--- config.mk ---
export PLATFORM = sky130hd
export DESIGN_NAME = pmem_arbiter_flat
export DESIGN_NICKNAME = d
export VERILOG_FILES = /design/src/rtl/pmem_arbiter_if.sv /design/src/rtl/pmem_arbiter.sv /design/src/flat_wrapper.sv
export SDC_FILE = /design/constraint.sdc
export NUM_CORES = 1
export LEC_CHECK = 0
export BUFFER_PORTS_ARGS = -buffer_cell sky130_fd_sc_hd__buf_2
export CAP_MARGIN = 25
export CORE_AREA = 2 2 270 272
export CTS_CLUSTER_SIZE = 30
export DETAILED_ROUTE_END_ITERATION = 16
export DIE_AREA = 0 0 272 274
export PLACE_DENSITY_LB_ADDON = 0.3
export RECOVER_POWER = 25
export SKIP_CTS_REPAIR_TIMING = 1
export SLEW_MARGIN = 20
export SYNTH_ARGS = -nofsm -noshare
export SYNTH_HDL_FRONTEND = slang
export SYNTH_SLANG_ARGS = --single-unit
--- constraint.sdc ---
create_clock -name clk -period 2.2 [get_ports clk]
set_input_delay 0.44 -clock clk [delete_from_list [all_inputs] [get_ports clk]]
set_output_delay 0.44 -clock clk [all_outputs]
set_load 0.05 [all_outputs]
--- src/rtl/pmem_arbiter_if.sv ---
// pmem_arbiter_if: bundles the icache miss port, dcache miss port and the
// physical-memory port seen by pmem_arbiter.
//   master : arbiter view (takes client requests and memory replies,
//            drives client responses and the memory command)
//   slave  : environment view (clients + physical memory)
interface pmem_arbiter_if #(
  parameter int ADDR_WIDTH = 16,
  parameter int LINE_WIDTH = 128
);
  // icache port
  logic                  i_read;
  logic [ADDR_WIDTH-1:0] i_address;
  logic [LINE_WIDTH-1:0] i_rdata;
  logic                  i_resp;
  // dcache port
  logic                  d_read;
  logic                  d_write;
  logic [ADDR_WIDTH-1:0] d_address;
  logic [LINE_WIDTH-1:0] d_wdata;
  logic [LINE_WIDTH-1:0] d_rdata;
  logic                  d_resp;
  // physical memory port
  logic                  pmem_read;
  logic                  pmem_write;
  logic [ADDR_WIDTH-1:0] pmem_address;
  logic [LINE_WIDTH-1:0] pmem_wdata;
  logic [LINE_WIDTH-1:0] pmem_rdata;
  logic                  pmem_resp;

  modport master (
    input  i_read, i_address,
    output i_rdata, i_resp,
    input  d_read, d_write, d_address, d_wdata,
    output d_rdata, d_resp,
    output pmem_read, pmem_write, pmem_address, pmem_wdata,
    input  pmem_rdata, pmem_resp
  );

  modport slave (
    output i_read, i_address,
    input  i_rdata, i_resp,
    output d_read, d_write, d_address, d_wdata,
    input  d_rdata, d_resp,
    input  pmem_read, pmem_write, pmem_address, pmem_wdata,
    output pmem_rdata, pmem_resp
  );
endinterface

--- src/rtl/pmem_arbiter.sv ---
// pmem_arbiter: round-robin arbiter between the icache and dcache miss ports
// and the single physical-memory port. One line-sized request is latched,
// held on the memory bus until pmem_resp, and the returned line is handed
// back to the owning client with a one-cycle resp pulse.
// Ports:
//   clk  - clock, rising edge
//   rst  - synchronous active-high reset
//   bus  - pmem_arbiter_if.master (client ports + memory port)
module pmem_arbiter #(
  parameter int ADDR_WIDTH = 16,
  parameter int LINE_WIDTH = 128
) (
  input  logic           clk,
  input  logic           rst,
  pmem_arbiter_if.master bus
);

  typedef enum logic [1:0] {IDLE, BUSY, RESP} state_e;
  typedef enum logic {CL_I, CL_D} client_e;

  state_e                state_q;
  client_e               owner_q, last_q;
  logic                  cmd_rd_q, cmd_wr_q;
  logic [ADDR_WIDTH-1:0] addr_q;
  logic [LINE_WIDTH-1:0] wdata_q, rdata_q;
  logic                  i_resp_q, d_resp_q;

  // Values latched on a grant in IDLE
  logic                  req_i, req_d, pick_d;
  client_e               owner_d;
  logic                  cmd_rd_d, cmd_wr_d;
  logic [ADDR_WIDTH-1:0] addr_d;
  logic [LINE_WIDTH-1:0] wdata_d;

  always_comb begin
    req_i    = bus.i_read;
    req_d    = bus.d_read | bus.d_write;
    // dcache wins when alone, or on a tie when icache was served last
    pick_d   = req_d & (~req_i | (last_q == CL_I));
    owner_d  = pick_d ? CL_D : CL_I;
    // read+write together from the dcache is treated as a write-back
    cmd_wr_d = pick_d & bus.d_write;
    cmd_rd_d = pick_d ? (bus.d_read & ~bus.d_write) : 1'b1;
    addr_d   = pick_d ? bus.d_address : bus.i_address;
    wdata_d  = pick_d ? bus.d_wdata : '0;
  end

  always_ff @(posedge clk) begin
    if (rst) begin
      state_q  <= IDLE;
      owner_q  <= CL_I;
      last_q   <= CL_I;
      cmd_rd_q <= 1'b0;
      cmd_wr_q <= 1'b0;
      addr_q   <= '0;
      wdata_q  <= '0;
      rdata_q  <= '0;
      i_resp_q <= 1'b0;
      d_resp_q <= 1'b0;
    end else begin
      case (state_q)
        IDLE: begin
          if (req_i | req_d) begin
            owner_q  <= owner_d;
            cmd_rd_q <= cmd_rd_d;
            cmd_wr_q <= cmd_wr_d;
            addr_q   <= addr_d;
            wdata_q  <= wdata_d;
            state_q  <= BUSY;
          end
        end
        BUSY: begin
          // command registers double as the memory bus drivers; they
          // drop together with the transition to RESP
          if (bus.pmem_resp) begin
            rdata_q  <= bus.pmem_rdata;
            last_q   <= owner_q;
            cmd_rd_q <= 1'b0;
            cmd_wr_q <= 1'b0;
            i_resp_q <= (owner_q == CL_I);
            d_resp_q <= (owner_q == CL_D);
            state_q  <= RESP;
          end
        end
        RESP: begin
          // one idle edge lets the client drop its request before re-arbitration
          i_resp_q <= 1'b0;
          d_resp_q <= 1'b0;
          state_q  <= IDLE;
        end
        default: state_q <= IDLE;
      endcase
    end
  end

  assign bus.pmem_read    = cmd_rd_q;
  assign bus.pmem_write   = cmd_wr_q;
  assign bus.pmem_address = addr_q;
  assign bus.pmem_wdata   = wdata_q;
  assign bus.i_rdata      = rdata_q;
  assign bus.d_rdata      = rdata_q;
  assign bus.i_resp       = i_resp_q;
  assign bus.d_resp       = d_resp_q;

endmodule

--- src/flat_wrapper.sv ---
// flat-port wrapper written by rule: the top's interface ports become plain ports
module pmem_arbiter_flat 
#(
  parameter int ADDR_WIDTH = 16,
  parameter int LINE_WIDTH = 128
)
  (clk, rst, bus_i_read, bus_i_address, bus_i_rdata, bus_i_resp, bus_d_read, bus_d_write, bus_d_address, bus_d_wdata, bus_d_rdata, bus_d_resp, bus_pmem_read, bus_pmem_write, bus_pmem_address, bus_pmem_wdata, bus_pmem_rdata, bus_pmem_resp);
  pmem_arbiter_if #(.ADDR_WIDTH(ADDR_WIDTH), .LINE_WIDTH(LINE_WIDTH)) bus_i ();
  input  logic clk;
  input  logic rst;
  input wire logic [$bits(bus_i.i_read)-1:0] bus_i_read;
  input wire logic [$bits(bus_i.i_address)-1:0] bus_i_address;
  output wire logic [$bits(bus_i.i_rdata)-1:0] bus_i_rdata;
  output wire logic [$bits(bus_i.i_resp)-1:0] bus_i_resp;
  input wire logic [$bits(bus_i.d_read)-1:0] bus_d_read;
  input wire logic [$bits(bus_i.d_write)-1:0] bus_d_write;
  input wire logic [$bits(bus_i.d_address)-1:0] bus_d_address;
  input wire logic [$bits(bus_i.d_wdata)-1:0] bus_d_wdata;
  output wire logic [$bits(bus_i.d_rdata)-1:0] bus_d_rdata;
  output wire logic [$bits(bus_i.d_resp)-1:0] bus_d_resp;
  output wire logic [$bits(bus_i.pmem_read)-1:0] bus_pmem_read;
  output wire logic [$bits(bus_i.pmem_write)-1:0] bus_pmem_write;
  output wire logic [$bits(bus_i.pmem_address)-1:0] bus_pmem_address;
  output wire logic [$bits(bus_i.pmem_wdata)-1:0] bus_pmem_wdata;
  input wire logic [$bits(bus_i.pmem_rdata)-1:0] bus_pmem_rdata;
  input wire logic [$bits(bus_i.pmem_resp)-1:0] bus_pmem_resp;
  assign bus_i.i_read = bus_i_read;
  assign bus_i.i_address = bus_i_address;
  assign bus_i_rdata = bus_i.i_rdata;
  assign bus_i_resp = bus_i.i_resp;
  assign bus_i.d_read = bus_d_read;
  assign bus_i.d_write = bus_d_write;
  assign bus_i.d_address = bus_d_address;
  assign bus_i.d_wdata = bus_d_wdata;
  assign bus_d_rdata = bus_i.d_rdata;
  assign bus_d_resp = bus_i.d_resp;
  assign bus_pmem_read = bus_i.pmem_read;
  assign bus_pmem_write = bus_i.pmem_write;
  assign bus_pmem_address = bus_i.pmem_address;
  assign bus_pmem_wdata = bus_i.pmem_wdata;
  assign bus_i.pmem_rdata = bus_pmem_rdata;
  assign bus_i.pmem_resp = bus_pmem_resp;
  pmem_arbiter #(.ADDR_WIDTH(ADDR_WIDTH), .LINE_WIDTH(LINE_WIDTH)) u_core (.clk(clk), .rst(rst), .bus(bus_i));
endmodule
==> results list, run 1 <==
- The tool flagged a number of max-cap violations equal to 0.
- For this run, the detailed router's first-pass iteration total came to 5.
- Counting every instance in the synthesized netlist gives 1401.
- Critical Path AT: between 2 and 2.5 ns
- Height of the die: 274 um
- Mapped Nets: 1695
* Synth warn: 0
- The initial utilization of the core area, before any placement, comes to 0.156.
- Number of nets still failing antenna checks after routing: 0
- Transition time at the pin with the least slew margin: 0.833 ns
- Setup crit end kind: register
- VDD sags by at most 562 uV.
- After detailed routing, the number of remaining DRC violations is 0.
* Predominant post-synthesis flop cell: sky130_fd_sc_hd__dfxtp_1
- Setup violation total in the final timing report: 0
* Tot GR Track Use: 0.115
* Via count of the first global-routing pass: around 11000
- Required time at the worst-slack endpoint: 2.67 ns
- Top area cells in the synthesized netlist: sky130_fd_sc_hd__dfxtp_1, sky130_fd_sc_hd__a21oi_1, sky130_fd_sc_hd__nand2_1
- The critical path is of the register to register type.
* Netlist Area Pre-Place: 11200 um^2
* Final Critical Period: 1.91 ns
- The die is 272 um wide.
* Power share of the sequential group: 0.375
- Clock net sink count: 280
* Proportion of power drawn by the clock network: 0.387
* Class of the worst hold path: input pin to register
* Ratio of cells with drive above 1 in the final layout: 0.373
- Summed over all nets, the switching power comes to 5.33 mW.
* Outcome: finished, final reports clean
- In the routed layout, each cell is associated on average with a via count of 3.96.
- By instance count, the leading cell after synthesis is sky130_fd_sc_hd__nand2_1.
* Largest clock skew in the final design: 0.0130 ns
- Top-Level Pins: 698
- In this run the deepest clock path goes through 3 buffers.
- For the final routed database, the setup TNS stands at 0 ns.
- Of all nets on the critical path, the largest fanout is 55.
- In the synthesized netlist the async set-or-reset flop fraction comes to 0.
- Buffers inserted during clock tree synthesis total 36.
- Gr ovfl total: 0
- The tightest hold path in the finished design has a slack of 0.128 ns.
* CTS tree: done
- Of the synthesized area, sequential elements account for 0.499.
- Avg Inst Size Synth: 8.02 um^2
- The H-tree generated during clock tree synthesis spans 2 levels.
* Weighted congestion at the end of routability-driven global placement: between 0.7 and 0.8
* Number of storage elements in the synthesis netlist: 280
* CTS clock-pin slew for the worst setup and hold paths: 0.06 ns
* Fraction of post-synthesis cell area in the top cell type by area: 0.499
- RSZ-0062 raised after global routing: no
- Largest net degree at the start of global routing: 76
- Startpoint kind of the worst setup timing path: register
* Post-layout nets: approximately 2300
* Worst-skew pair later-pin latency: 0.55 ns
- The final number of max-transition violations was 0.
- After floorplanning, the core was divided into 99 placement rows.
- Power per cell area: 929 nW/um^2
* Count of final hold-check violations: 0
- Global-route wire length before repair: 66900 um
- Detailed placement finished with a half-perimeter wire length of 35000 um.
- Combinational power share: 0.238
- Summed over all instances, the cell type with the most area after synthesis is sky130_fd_sc_hd__dfxtp_1.
- The internal portion of the total power is ~9.8 mW.
- Based on the critical path, the design can be clocked at up to approximately 520 MHz.
- Input and output buffers added on the ports amount to 697.
* Part of the cycle the worst path needs: 0.868
* Layout Area Growth over Synthesis: 44.6%
* Antenna violations before repair: 4
* Sum of routed wire length over all layers: 46800 um
* Clock Tree Root: sky130_fd_sc_hd__clkbuf_16
- Yosys mapped a number of flops with a built-in enable equal to 0.
* Overall die area: around 75000 um^2
- Net Sw Frac: 0.353
- Synthesis instantiated 28 different standard cells from the library.
* Top cells by instance count after synthesis: sky130_fd_sc_hd__nand2_1, sky130_fd_sc_hd__dfxtp_1, sky130_fd_sc_hd__a21oi_1
* Standard cell core area: 72000 um^2
* Worst slew margin relative to its limit: 0.442
- Total number of vias: 11700
- Pleak: about 7.3 nW
* Average routed wire per standard cell: ~16 um
- Overall power of the completed layout: 15.1 mW
* Number of design-rule violations left by the first detailed-router iteration: 505
[per-layer routing]
layer,part of all wire,vias up,track usage
met2,0.46,474,0.186
met5,0.00053,-,0
met1,0.42,5356,0.143
met4,0.038,4,0.0479
li1,-,5744,-
met3,0.077,85,0.0328
[critical path, cell delays in order, from the launching register on]
cell and delay (ns):
sky130_fd_sc_hd__dfxtp_1 0.58, sky130_fd_sc_hd__or2_4 0.24, sky130_fd_sc_hd__clkbuf_4 0.60, sky130_fd_sc_hd__o21ai_1 0.17, sky130_fd_sc_hd__a21oi_1 0.17
[placed cells by master, fill, tap and decap left out, drive strengths merged]
cell      synthesis  routed
or2               2       2
clkinvlp          0       1
a2bb2oi           1       1
diode             0       4
or3b              1       1
and2              2       2
nand3b            1       1
a221oi            1       1
nand3           128     128
a311oi           16      16
nor3              1       1
and3b             2       2
buf             194     675
o21ai           131     131
or3               1       1
a211oi            1       1
nor2              3       3
o2bb2ai           1       1
nand2           296     296
o211ai            1       1
dfxtp           280     280
nor3b             1       1
a21oi           279     279
clkinv            0       8
clkbuf           58     146
inv               0       2
bufinv            0       2
[power by group through the flow]
stage | Combinational, mW | Sequential [mW] | Clock, mW
3_5_place_dp | 3.70 | 5.76 | 0
6_report | 3.60 | 5.65 | 5.84
2_1_floorplan | 1.45 | 6.90 | 0
3_3_place_gp | 3.71 | 5.76 | 0
5_1_grt | 3.83 | 5.70 | 6.25
4_1_cts | 3.71 | 5.66 | 6.09
[cell type report]
type	count	area [um^2]
Antenna cell	4	10.0
Clock buffer	49	1000
Clock inverter	13	148
Fill cell	8154	55700
Multi-Input combinational cell	869	4130
Sequential cell	280	5610
Tap cell	959	1200
Timing Repair Buffer	772	4160
[through the flow]
step / util / instances / cell area, um^2 / worst slack, ns
finish: 0.226 / 2946 / 16200 / 0.291
global route: 0.226 / 2943 / 16200 / 0.120
CTS: 0.228 / 2942 / 16400 / 0.290
detailed placement: 0.212 / 2880 / 15200 / 0.362
global placement: 0.212 / 2880 / 15200 / 0.367
floorplan: - / 1401 / 11200 / 0.764
[worst paths after layout]
kind / start / endpoint / slack, ns / depth (start not counted)
worst max-delay path: u_core.state_q[1]$_SDFFE_PP0P_ / u_core.bus.pmem_wdata[116]$_SDFFE_PP0P_ / 0.29 / 4
worst min-delay path: bus_pmem_rdata[123] / u_core.bus.d_rdata[123]$_SDFFE_PP0P_ / 0.13 / 3
worst max register to register: u_core.state_q[1]$_SDFFE_PP0P_ / u_core.bus.pmem_wdata[116]$_SDFFE_PP0P_ / 0.29 / 4
worst min register to register: u_core.bus.d_rdata[123]$_SDFFE_PP0P_ / u_core.bus.d_rdata[123]$_SDFFE_PP0P_ / 0.47 / 2
[cells by family (layout without fill, tap and decap cells)]
| family | count (synthesis) | in the layout | share of synthesized area |
|---|---|---|---|
| AO/OA/AOI/OAI | 431 | 431 | 0.200 |
| buffers and inverters | 252 | 834 | 0.136 |
| flip-flops | 280 | 280 | 0.499 |
| other | 0 | 4 | 0 |
| AND/OR/NAND/NOR | 438 | 438 | 0.165 |
[flip-flops by register name, indices dropped and copies added, names as in the netlist]
signal and flops:
u_core.bus.d_rdata 128, u_core.bus.pmem_wdata 128, u_core.bus.pmem_address 16, u_core.state_q 2, u_core.bus.d_resp 1, u_core.bus.i_resp 1
u_core.bus.pmem_read 1, u_core.bus.pmem_write 1, u_core.last_q 1, u_core.owner_q 1
(Power assumes the default switching activity.)
==> run 2: changes to the inputs <==
==> constraint.sdc (replaced) <==
create_clock -name clk -period 2.2 [get_ports clk]
set_input_delay 0 -clock clk [delete_from_list [all_inputs] [get_ports clk]]
set_output_delay 0 -clock clk [all_outputs]
set_load 0.05 [all_outputs]
==> run 2 against run 1 <==
Net effect:
- non-clock buffer count grew 287
- via count increased by 9.7%
- setup slack worse by 0.21 ns
- design area increased by 17%
- wire length grew 5.6%
- critical path depth is 3 higher
- total power is 4.3% higher
- sequential power about the same
==> results list, run 2 (synthesized netlist as in run 1, its figures left out) <==
- Number of standard cells in the layout, taps in and fillers out: 3235 (+9.8%)
- The worst-case clock skew is 0.0109 ns (-0.00204 ns).
- The final number of setup-violating endpoints came to 0 (unchanged).
- The total via count in the routed design was 12800 (+9.7%).
- The critical path is of the register to register type.
- The worst setup slack for register-to-register paths came to 0.08 ns (-0.21 ns).
- The number of standard-cell rows in the floorplan was 99 (unchanged).
* Post-route worst setup slack: 0.0819 ns (-0.209 ns)
- CTS tree: done
- Core occupancy in the finished layout: 0.265 (+0.0390)
* Worst slew margin relative to its limit: 0.465 (+0.0227)
* Hold path cells: 4 (+1)
- The starting density of the core was 0.156 (unchanged).
* Number of cells after detailed placement: 2871 (-0.31%)
* Via count of the first global-routing pass: 11000 (+1.0%)
* Die X-Extent: 272 um (unchanged)
* Outcome: finished, final reports clean
- Count of final max-slew check failures: 0 (unchanged)
- The number of antenna violations at the first check in global routing is 3 (-1).
- The maximum clock frequency is 472 MHz (-9.9%).
* Top-Level Pins: 698 (unchanged)
* Number of design-rule violations left by the first detailed-router iteration: 619 (+23%)
- The count of max-cap constraint violations is 0 (unchanged).
* Overall die area: 74500 um^2 (unchanged)
- Post-layout nets: 2541 (+13%)
- Hold_ws: 0.0239 ns (-0.104 ns)
* Part of the cycle the worst path needs: 0.963 (+0.0950)
- Clock Tree Root: sky130_fd_sc_hd__clkbuf_16
- STA classifies the critical path startpoint as a register.
- The maximum number of pins on one net before global-route repair was 72 (-5.3%).
- The share of cells above drive strength 1 is 0.292 (-0.0816).
- In the layout the commonest cells are sky130_fd_sc_hd__buf_2, sky130_fd_sc_hd__nand2_1, sky130_fd_sc_hd__dlygate4sd3_1.
- The startpoint identified for the worst register-to-register timing path is u_core.last_q$_SDFFE_PP0P_.
- The largest driver fanout on the critical path is 20 (-64%).
* Summed negative setup slack over all endpoints: 0 ns (unchanged)
- The die extent in y is 274 um (unchanged).
* Standard cell core area: 72000 um^2 (unchanged)
* Critical Path AT: 2.61 ns (+0.23 ns)
* Depth of the worst register-to-register path: 7 (+3)
- The largest vdd supply drop was 524 uV (-6.8%).
- The remaining global-route overflow is 0 (unchanged).
- The total power per unit cell area is 826 nW/um^2 (-11%).
- In this run the worst hold path is classified as input pin to register.
- Number of buffers added by the clock tree synthesis step: 37 (+2.8%)
- The post-layout instance area is 19100 um^2 (+17%).
* Pleak: 8.17 nW (+12%)
- The path with the worst hold slack has its endpoint at u_core.bus.pmem_address[11]$_SDFFE_PP0P_.
- Post-DR vias/cell: 3.96 (about the same)
- Average routed wire per standard cell: 15.3 um (-3.8%)
* Most frequent standard cell in the layout excluding fill and tap cells: sky130_fd_sc_hd__buf_2
- The worst setup path is captured at a register.
- The first-pass GRT wire length was 67600 um (+0.92%).
- Maximum count of clock buffers along a single path: 3 (unchanged)
- Clock net sink count: 280 (unchanged)
* Overall power of the completed layout: 15.7 mW (+4.3%)
- Drt pass-1 iters: 4 (-1)
- Required time at the worst-slack endpoint: 2.69 ns (+0.02 ns)
- Final Critical Period: 2.12 ns (+0.209 ns)
- Half-perimeter wire length of the detailed placement result: 35200 um (+0.38%)
* Worst-skew pair later-pin latency: 0.55 ns (about the same)
- Cell area after placement: 15100 um^2 (-1.0%)
- H-tree lvl count: 2 (unchanged)
- Number of nets still failing antenna checks after routing: 0 (unchanged)
- CTS clock-pin slew for the worst setup and hold paths: 0.06 ns (about the same)
* Count of final hold-check violations: 0 (unchanged)
- The port buffer count came to 697 (unchanged).
- Residual DRC: 0 (unchanged)
* Weighted congestion at the end of routability-driven global placement: 0.810 (+2.0%)
- The post-placement setup slack was 0.532 ns (+0.170 ns).
- The aggregate routed wire length came to 49400 um (+5.6%).
* Transition time at the pin with the least slew margin: 0.798 ns (-0.0357 ns)
- Crit Reg-Reg Endpoint: u_core.bus.pmem_wdata[10]$_SDFFE_PP0P_
* Tot GR Track Use: 0.116 (+0.00151)
- Filler Cells Inserted: 7966 (-2.3%)
- Relative to the synthesized area, the layout overhead comes to 69.6%.
- Hold wc startpoint: bus_d_read
==> run 2: cell types whose count changed in the layout (fill, tap and decap cells not counted), sizes merged, moves of 2 or more <==
| cell | previous run | this run |
|---|---|---|
| diode | 4 | 2 |
| clkbuf | 146 | 219 |
| dlygate4sd3 | 0 | 296 |
| clkinvlp | 1 | 4 |
| buf | 675 | 596 |
==> run 2: report_power, final <==
part	internal (mW)	switching [mW]	leakage [nW]
clock network	3.57	2.51	0.577
registers	5.43	0.237	2.29
logic	1.22	2.79	5.30
==> run 2: worst max-delay path by stage <==
stage / cells after the start / end / slack [ns] / start
after global placement: 4 / u_core.bus.d_rdata[51]$_SDFFE_PP0P_ / 0.54 / u_core.state_q[0]$_SDFFE_PP0P_
after floorplan: 7 / u_core.bus.pmem_write$_SDFFE_PP0P_ / 0.76 / u_core.state_q[0]$_SDFFE_PP0P_
after detailed placement: 4 / u_core.bus.d_rdata[61]$_SDFFE_PP0P_ / 0.53 / u_core.state_q[0]$_SDFFE_PP0P_
final: 7 / u_core.bus.pmem_wdata[10]$_SDFFE_PP0P_ / 0.08 / u_core.last_q$_SDFFE_PP0P_
after CTS: 5 / u_core.bus.d_rdata[68]$_SDFFE_PP0P_ / 0.52 / u_core.state_q[1]$_SDFFE_PP0P_
after global routing: 7 / u_core.bus.pmem_wdata[12]$_SDFFE_PP0P_ / -0.02 / u_core.state_q[0]$_SDFFE_PP0P_
==> run 2: layout make-up <==
| cell class | count | area, um^2 | area share |
|---|---|---|---|
| Multi-Input combinational cell | 869 | 4130 | 0.217 |
| Timing Repair Buffer | 1059 | 6910 | 0.363 |
| Antenna cell | 2 | 5.00 | 0.000263 |
| Clock buffer | 52 | 1040 | 0.0547 |
| Clock inverter | 14 | 164 | 0.00860 |
| Tap cell | 959 | 1200 | 0.0630 |
| Sequential cell | 280 | 5610 | 0.294 |
==> run 2: layer usage <==
layer / up-vias / global-route usage / routed length (um)
met5: - / 0 / 7
met4: 2 / 0.0444 / 1710
met3: 87 / 0.0314 / 3250
met2: 484 / 0.191 / 23500
met1: 5897 / 0.145 / 21000
li1: 6325 / - / -
==> run 2: worst max-delay path, stage by stage (launching register included) <==
cell	delay (ns)
sky130_fd_sc_hd__dfxtp_1	0.40
sky130_fd_sc_hd__a211oi_4	0.28
sky130_fd_sc_hd__buf_12	0.19
sky130_fd_sc_hd__buf_4	0.21
sky130_fd_sc_hd__buf_4	0.17
sky130_fd_sc_hd__nand3_1	0.09
sky130_fd_sc_hd__a21oi_1	0.12
sky130_fd_sc_hd__dlygate4sd3_1	0.57
